### src/rtl/wb_regfile_pkg.sv
// Shared definitions for the writeback-stage register file.
// Holds the writeback source encodings and the load funct3 codes.
// Pure declarations; no logic, no timing.
package wb_regfile_pkg;

    // Writeback source select for non-load instructions
    typedef enum logic [1:0] {
        WB_ALU   = 2'b00,
        WB_PC4   = 2'b01,
        WB_IMMU  = 2'b10,
        WB_AUIPC = 2'b11
    } wb_sel_e;

    // Load funct3 encodings
    localparam logic [2:0] LD_LB  = 3'b000;
    localparam logic [2:0] LD_LH  = 3'b001;
    localparam logic [2:0] LD_LW  = 3'b010;
    localparam logic [2:0] LD_LBU = 3'b100;
    localparam logic [2:0] LD_LHU = 3'b101;

    localparam int unsigned NUM_REGS = 32;

endpackage

### src/rtl/wb_regfile_load_extract.sv
// Load data extraction: picks the addressed byte/half out of an aligned word and extends it.
// Purely combinational, zero latency; no flow control.
// Ports: i_read_mem (raw aligned word), i_funct3 (load type), i_byte_off (addr[1:0]), o_data (result).
module wb_regfile_load_extract
    import wb_regfile_pkg::*;
(
    input  logic [31:0] i_read_mem,
    input  logic [2:0]  i_funct3,
    input  logic [1:0]  i_byte_off,
    output logic [31:0] o_data
);

    logic [7:0]  w_byte;
    logic [15:0] w_half;

    always_comb begin
        w_byte = i_read_mem[7:0];
        case (i_byte_off)
            2'd0:    w_byte = i_read_mem[7:0];
            2'd1:    w_byte = i_read_mem[15:8];
            2'd2:    w_byte = i_read_mem[23:16];
            default: w_byte = i_read_mem[31:24];
        endcase
        // Halfword lane chosen by bit 1 only; misaligned bit 0 is ignored
        w_half = i_byte_off[1] ? i_read_mem[31:16] : i_read_mem[15:0];

        o_data = i_read_mem;
        case (i_funct3)
            LD_LB:   o_data = {{24{w_byte[7]}}, w_byte};
            LD_LBU:  o_data = {24'd0, w_byte};
            LD_LH:   o_data = {{16{w_half[15]}}, w_half};
            LD_LHU:  o_data = {16'd0, w_half};
            // LW and undefined encodings pass the word through
            default: o_data = i_read_mem;
        endcase
    end

endmodule

### src/rtl/wb_regfile.sv
// Writeback stage + 32x32 register file with write-through bypass and retired-instruction counter.
// Writes land on posedge (reads/bypass/wb_data combinational, zero latency); no backpressure.
// Ports: clk/rst, WB-slot controls and candidates in, rs1/rs2 read ports, wb_data/addr/we and instret out.
module wb_regfile #(
    parameter int unsigned RESET_CLEARS_REGS = 1
) (
    input  logic        clk,
    input  logic        rst,
    input  logic        valid_in,
    input  logic [4:0]  addr_wb_in,
    input  logic        werf_enable_in,
    input  logic [1:0]  wb_select_in,
    input  logic        load_in,
    input  logic [2:0]  load_funct3_in,
    input  logic [1:0]  byte_off_in,
    input  logic [31:0] pc_plus_4_in,
    input  logic [31:0] immu_in,
    input  logic [31:0] pc_plus_immu_in,
    input  logic [31:0] read_mem_in,
    input  logic [31:0] alu_result_in,
    input  logic [4:0]  rs1_addr,
    input  logic [4:0]  rs2_addr,
    output logic [31:0] rs1_data,
    output logic [31:0] rs2_data,
    output logic [31:0] wb_data_out,
    output logic [4:0]  wb_addr_out,
    output logic        wb_we_out,
    output logic [63:0] instret_out
);
    import wb_regfile_pkg::*;

    logic [31:0] r_regs [NUM_REGS];
    logic [63:0] r_instret;
    logic [31:0] w_load_data;
    logic [31:0] w_src_data;
    logic        w_we;

    wb_regfile_load_extract u_load_extract (
        .i_read_mem (read_mem_in),
        .i_funct3   (load_funct3_in),
        .i_byte_off (byte_off_in),
        .o_data     (w_load_data)
    );

    always_comb begin
        w_src_data = alu_result_in;
        case (wb_sel_e'(wb_select_in))
            WB_ALU:   w_src_data = alu_result_in;
            WB_PC4:   w_src_data = pc_plus_4_in;
            WB_IMMU:  w_src_data = immu_in;
            WB_AUIPC: w_src_data = pc_plus_immu_in;
            default:  w_src_data = alu_result_in;
        endcase
    end

    assign wb_data_out = load_in ? w_load_data : w_src_data;
    assign wb_addr_out = addr_wb_in;
    assign w_we        = valid_in & werf_enable_in & (addr_wb_in != 5'd0);
    assign wb_we_out   = w_we;

    // Entry 0 is never written, so x0 stays architecturally zero via the read mux
    generate
        if (RESET_CLEARS_REGS != 0) begin : g_rst_regs
            always_ff @(posedge clk or posedge rst) begin
                if (rst) begin
                    for (int i = 0; i < NUM_REGS; i++) begin
                        r_regs[i] <= '0;
                    end
                end else if (w_we) begin
                    r_regs[addr_wb_in] <= wb_data_out;
                end
            end
        end else begin : g_keep_regs
            // Contents survive reset, but a write during reset is still dropped
            always_ff @(posedge clk) begin
                if (w_we && !rst) begin
                    r_regs[addr_wb_in] <= wb_data_out;
                end
            end
        end
    endgenerate

    always_ff @(posedge clk or posedge rst) begin
        if (rst) begin
            r_instret <= '0;
        end else if (valid_in) begin
            r_instret <= r_instret + 64'd1;
        end
    end

    assign instret_out = r_instret;

    // Write-through bypass so a same-cycle reader sees the value being written
    always_comb begin
        rs1_data = r_regs[rs1_addr];
        rs2_data = r_regs[rs2_addr];
        if (w_we && (rs1_addr == addr_wb_in)) rs1_data = wb_data_out;
        if (w_we && (rs2_addr == addr_wb_in)) rs2_data = wb_data_out;
        if (rs1_addr == 5'd0) rs1_data = '0;
        if (rs2_addr == 5'd0) rs2_data = '0;
    end

endmodule

### config.mk
export PLATFORM = sky130hd
export DESIGN_NAME = wb_regfile
export DESIGN_NICKNAME = d
export VERILOG_FILES = /design/src/rtl/wb_regfile_pkg.sv /design/src/rtl/wb_regfile_load_extract.sv /design/src/rtl/wb_regfile.sv
export SDC_FILE = /design/constraint.sdc
export NUM_CORES = 2
export LEC_CHECK = 0
export ABC_AREA = 0
export BUFFER_PORTS_ARGS = -buffer_cell sky130_fd_sc_hd__buf_2
export CORE_MARGIN = 5
export CORE_UTILIZATION = 56
export CTS_BUF_LIST = sky130_fd_sc_hd__clkbuf_16
export CTS_CLUSTER_DIAMETER = 200
export DETAILED_ROUTE_END_ITERATION = 16
export GPL_TIMING_DRIVEN = 0
export PLACE_DENSITY = 0.86
export SETUP_SLACK_MARGIN = 0.4
export SLEW_MARGIN = 20
export SYNTH_ARGS = -nofsm -noshare
export SYNTH_HDL_FRONTEND = slang
export SYNTH_HIERARCHICAL = 1
export SYNTH_SLANG_ARGS = --single-unit
### constraint.sdc
create_clock -name clk -period 32.9 [get_ports clk]
set_input_delay 4.935 -clock clk [delete_from_list [all_inputs] [get_ports clk]]
set_output_delay 4.935 -clock clk [all_outputs]
set_load 0.03 [all_outputs]
### Yosys cells after proc, flatten, opt, wreduce, memory -nomap -nowiden

Cells that the tools add are included.
Widths: inputs -> output; s select.

* word-level logic and storage cells: 80
* bits in registers: 1088
* output and inout port bits: 166
* input port bits: 187

* reduce and logical (&&, ||, !) cells: 9
* muxes and demuxes: 18
* add/sub/neg operators: 1
* order comparisons: 4
* bitwise logic cells: 5
* equality and inequality tests: 10

Operator list (number)
* $bwmux 1024: 1
* $bmux 32 s5: 2
* $mux 32: 10
* $pmux 32 s4: 2
* $demux 32 s5: 1
* $add 64x1->64 const B: 1
* $pmux 8 s3: 1
* $ge 6x6->1 const B: 3
* $not 5->6: 3
* $mux 16: 1
* $eq 5x5->1: 2
* $logic_not 5->1: 2
* $eq 2x2->1 const B: 3
* $eq 3x3->1 const B: 2
* $lt 6x1->1 const B: 1
* $reduce_bool 5->1: 1
* $eq 2x1->1 const B: 2
* $logic_not 2->1: 2
* $eq 3x1->1 const B: 1
* $logic_and 1x1->1: 3
* $logic_not 3->1: 1
* $and 1x1->1: 2

### Longest topological paths before layout

* word-level depth: 6
* depth in mapped cells: 9
* gate-level depth less buffers: 7

### Cells and area by module

The synthesis kept the hierarchy.

By module, submodules not included
* wb_regfile: seq. area each 27226.1 um^2, cells an instance 5588, area an instance 57794.2 um^2, instances 1
* wb_regfile_load_extract: seq. area each 0.0 um^2, cells an instance 133, area an instance 969.7 um^2, instances 1

### Worst setup path after synthesis

OpenSTA, ideal clock, no wires.

* path type: input-to-output
* start: in addr_wb_in[2]
* end: out rs2_data[31]
* buffers on the path: 3
* stages on the path: 8
* required time: 27965 ps
* data arrival time: 7137 ps
* path slack: 20828 ps
* path through: clkbuf_1 nor3_1 a21oi_1 nand3_1 clkbuf_1 buf_1 nor2_1 a31oi_1

* word-level cells in the longest chain between the ends: 5
* elaborated cells on any way between the ends: 6
* classes of those cells: 1 x eq/ne; 2 x mux; 1 x bitwise; 2 x reduce/logical

Ends and longest elaborated chain
* start, declared: RTL line wb_regfile.sv:10 `input logic [4:0] addr_wb_in,`
* $reduce_bool 5->1: RTL line wb_regfile.sv:58 `assign w_we = valid_in & werf_enable_in & (addr_wb_in != 5'd0);`
* $and 1x1->1: RTL line wb_regfile.sv:58
* net wb_we_out: RTL line wb_regfile.sv:27 `output logic wb_we_out,`
* $logic_and 1x1->1: RTL line wb_regfile.sv:98 `if (w_we && (rs2_addr == addr_wb_in)) rs2_data = wb_data_out;`
* $mux 32: RTL line wb_regfile.sv:98
* $mux 32: RTL line wb_regfile.sv:100 `if (rs2_addr == 5'd0) rs2_data = '0;`
* end, declared: RTL line wb_regfile.sv:24 `output logic [31:0] rs2_data,`

The timed path passes the listed nets, and every way through them passes these cells.

### Worst setup path after layout

* start: in rs2_addr[2]
* end: out rs2_data[15]

* word-level cells in the longest chain between the ends: 6
* elaborated cells on any way between the ends: 9
* classes of those cells: 1 x eq/ne; 5 x mux; 1 x bitwise; 2 x reduce/logical

Ends and longest elaborated chain
* start, declared: RTL line wb_regfile.sv:22 `input logic [4:0] rs2_addr,`
* $not 5->6 (implied by the code): RTL line wb_regfile.sv:96 `rs2_data = r_regs[rs2_addr];`
* $bmux 32 s5: RTL line wb_regfile.sv:96
* $mux 32 (implied by the code) (2 in a row): RTL line wb_regfile.sv:96
* $mux 32: RTL line wb_regfile.sv:98
* $mux 32 (*): RTL line wb_regfile.sv:100

Every way passes the cells marked *; elsewhere a longest branch is shown, timed or not. The select of a mux whose other input is x is not followed.

==> impl_metrics.csv <==
group,metric,value,unit
synthesis,yosys_warnings,6,
synthesis,yosysMostFrequentCell,"dfrtp_1",
synthesis,synth_edf_count,0,
synthesis,yosysSeqAreaShare,46.33,%
global_routing,grt-ovfl-total,0,
synthesis,synth_top_area_share,46.33,%
clock_tree,cts_buffer_depth,3,
sta,hold_violations,0,
global_routing,first_global_vias,53960,
routing,wirelength,260400,um
synthesis,synth.area.top_cells,"dfrtp_1 46%, mux4_2 13%, mux2i_1 7.3%",
sta,period_needed,14.44,ns
synthesis,ys_top_cells_by_count,"1088 x dfrtp_1, 716 x nor2_1, 577 x a21oi_1",
worst_setup_path,start_kind,"primary input",
synthesis,synth_compound_area_share,16.33,%
worst_hold_path,min_from,"instret_out[63]",
sta,tns,0,ns
clock_tree,cts_tree,"done",
global_routing,grt_use_total,45.53,%
synthesis,synthFlopType,"dfrtp_1",
sta,rsz0062_at_grt,"false",
synthesis,synth_nets,5909,
synthesis,synth_top_family_by_area,"multiplexers",
routing,final_antenna_net_count,0,
floorplanning,chipWidth,333.9,um
synthesis,synth_xor_xnor_area_share,1.088,%
worst_setup_path,crit_arrival,9.50,ns
status,status,"complete, no violations",
sta,skew,0.01341,ns
sta,final_max_slew_viol_count,0,
clock_tree,root_buffer,"clkbuf_16",
placement,post-dp-hpwl,200100,um
worst_setup_path,worstPathMaxFanout,11,
floorplanning,die_area,0.1115,mm2
routing,initialDrtViolationCount,9343,
power,leakage,29.63,nW
sta,whs,0.4682,ns
clock_tree,insertion_delay,0.75,ns
power,ir_drop,0.04730,mV
clock_tree,htree_levels,3,
synthesis,yosysTopAreaCell,"dfrtp_1",
routing,avgRoutedWirePerCell,33.83,um
sta,worst_slack,18.46,ns
clock_tree,numCtsBuffers,112,
worst_hold_path,holdPathStages,1,
worst_setup_path,reg2reg_depth,6,
synthesis,synth-seq-cells,1088,
sta,fin_crit_sh,43.88,%
routing,vias_per_cell,7.137,
power,powerDensity,60.41,mW/mm2
worst_hold_path,hp-class,"reg2reg",
routing,drt-pass1-iter-count,12,
floorplanning,ios,353,
placement,gp_congestion,1.064,
worst_hold_path,min_to,"instret_out[63]",
synthesis,synth_area,0.05876,mm2
routing,route.detailed.drc,0,
run,drv_cap,0,
clock_tree,cts_setup_buffers,0,
worst_setup_path,r2r_setup_slack,30.36,ns
cells_and_area,syn2layout_area_growth,13.45,%
cells_and_area,drive_above_1_share,17.19,%
floorplanning,std_cell_rows,118,
routing,vias,54930,
global_routing,grt_pass1_wl,369600,um
cells_and_area,fin_cells,7697,
global_routing,grt_antenna_before_repair,23,
worst_setup_path,crit-reg2reg-launch,"instret_out[8]",
cells_and_area,layout.nets,6399,
global_routing,grt_max_degree,36,
worst_setup_path,critPathKind,"in2out",
synthesis,synth-simple-area-share,10.43,%
placement,place_ws,18.89,ns
worst_setup_path,required,27.96,ns
placement,dp_cells,7477,
clock_tree,cts_hold_buf,0,
floorplanning,die_h,333.9,um
clock_tree,clkTransAtPathRegs,0.06,ns
sta,finalSetupViolCount,0,
worst_setup_path,r2r-end,"instret_out[32]",
synthesis,synthMuxAreaShare,21.10,%
clock_tree,cts.sinks,1088,
floorplanning,start_util,56.54,%
synthesis,synth_area_per_cell,10.27,um2
sta,worst_pin_slew,1.359,ns
sta,clock.fmax,0.06927,GHz
floorplanning,coreArea,0.1039,mm2
placement,io_buffers,338,
sta,max_slew_margin,9.405,%
synthesis,synth_fa_ha_area_share,0.02129,%
worst_setup_path,endpoint_kind,"output port",
clock_tree,ctsResizeCount,0,
synthesis,yosysUniqueCellTypes,63,
synthesis,ys_async_sr_fraction,100.0,%
synthesis,synthCells,5721,
-- worst max-delay path, cell delays in order --
cell and delay [ns]:
buf_2 0.12, clkbuf_1 0.51, nor2_2 0.98, clkbuf_1 0.93, a221oi_1 0.37, a22oi_1 0.35, o21ai_0 0.35, a221o_1 0.65
buf_2 0.26
-- layer usage --
metal / vias up / GRT usage [%] / wire [um]
li1: 21760 / - / -
met1: 26930 / 53.77 / 85270
met2: 4930 / 66.63 / 110300
met3: 1304 / 18.94 / 39110
met4: 16 / 34.33 / 25550
met5: - / 0.3830 / 161
-- state kept, by name (all words and copies together), names as in the netlist --
name / cells
r_regs: 1024
instret_out: 64
-- cell families after synthesis --
group                    Yosys count
XOR/XNOR                          73
flip-flops                      1088
AO/OA/AOI/OAI                   1579
buffers and inverters            680
AND/OR/NAND/NOR                 1491
adder cells (fa/ha/maj)            1
multiplexers                     809
-- per-stage QoR --
step / total power, mW / area (um2) / utilization (%)
2_1_floorplan: 2.320 / 58770 / -
3_3_place_gp: 2.619 / 62190 / 59.83
3_5_place_dp: 2.670 / 62950 / 60.56
4_1_cts: 3.954 / 66610 / 64.08
5_1_grt: 4.134 / 66630 / 64.10
6_report: 4.028 / 66670 / 64.14
-- layout by cell type (no fill, tap or decap), types with 29 or more instances in the layout --
cell type,n
a21oi_1,577
a221o_1,60
a221oi_1,149
a22oi_1,60
buf_1,31
buf_12,35
buf_2,417
clkbuf_1,451
clkbuf_16,112
dfrtp_1,1088
inv_1,99
mux2_2,40
mux2i_1,422
mux4_2,330
nand2_1,571
nand3_1,46
nand4_1,29
nor2_1,714
o21ai_0,504
o21bai_1,36
o22ai_1,47
xnor2_1,37
xor2_1,36
-- area by class of cell --
class	instances	area, um2
multi-input combinational	3953	28820
clock inverter	92	853.3
clock buffer	112	2803
inverter	86	326.6
buffer	594	2451
sequential	1088	27230
tap	1380	1727
fill	8455	37270
antenna	16	40.04
timing repair buffer	376	2426
-- worst max-delay path by stage --
stage                start  slack, ns              to  depth (start not counted)
4_1_cts        rs2_addr[3]      18.87    rs2_data[18]                          9
6_report       rs2_addr[2]      18.46    rs2_data[15]                          9
5_1_grt        rs2_addr[3]      18.72    rs2_data[18]                          9
2_1_floorplan          rst      12.96  instret_out[0]                          1
3_3_place_gp           rst       7.12     r_regs[373]                          2
3_5_place_dp   rs2_addr[3]      18.89    rs2_data[18]                          9
-- power by group --
group          leakage, nW  total [mW]  internal [mW]  switching [mW]
Sequential            14.2        1.75           1.56           0.192
Clock                 1.84        1.31          0.723           0.587
Combinational         13.6       0.968          0.374           0.594
Total                 29.6        4.03           2.65            1.37
Power figures use the tool's default switching activity.
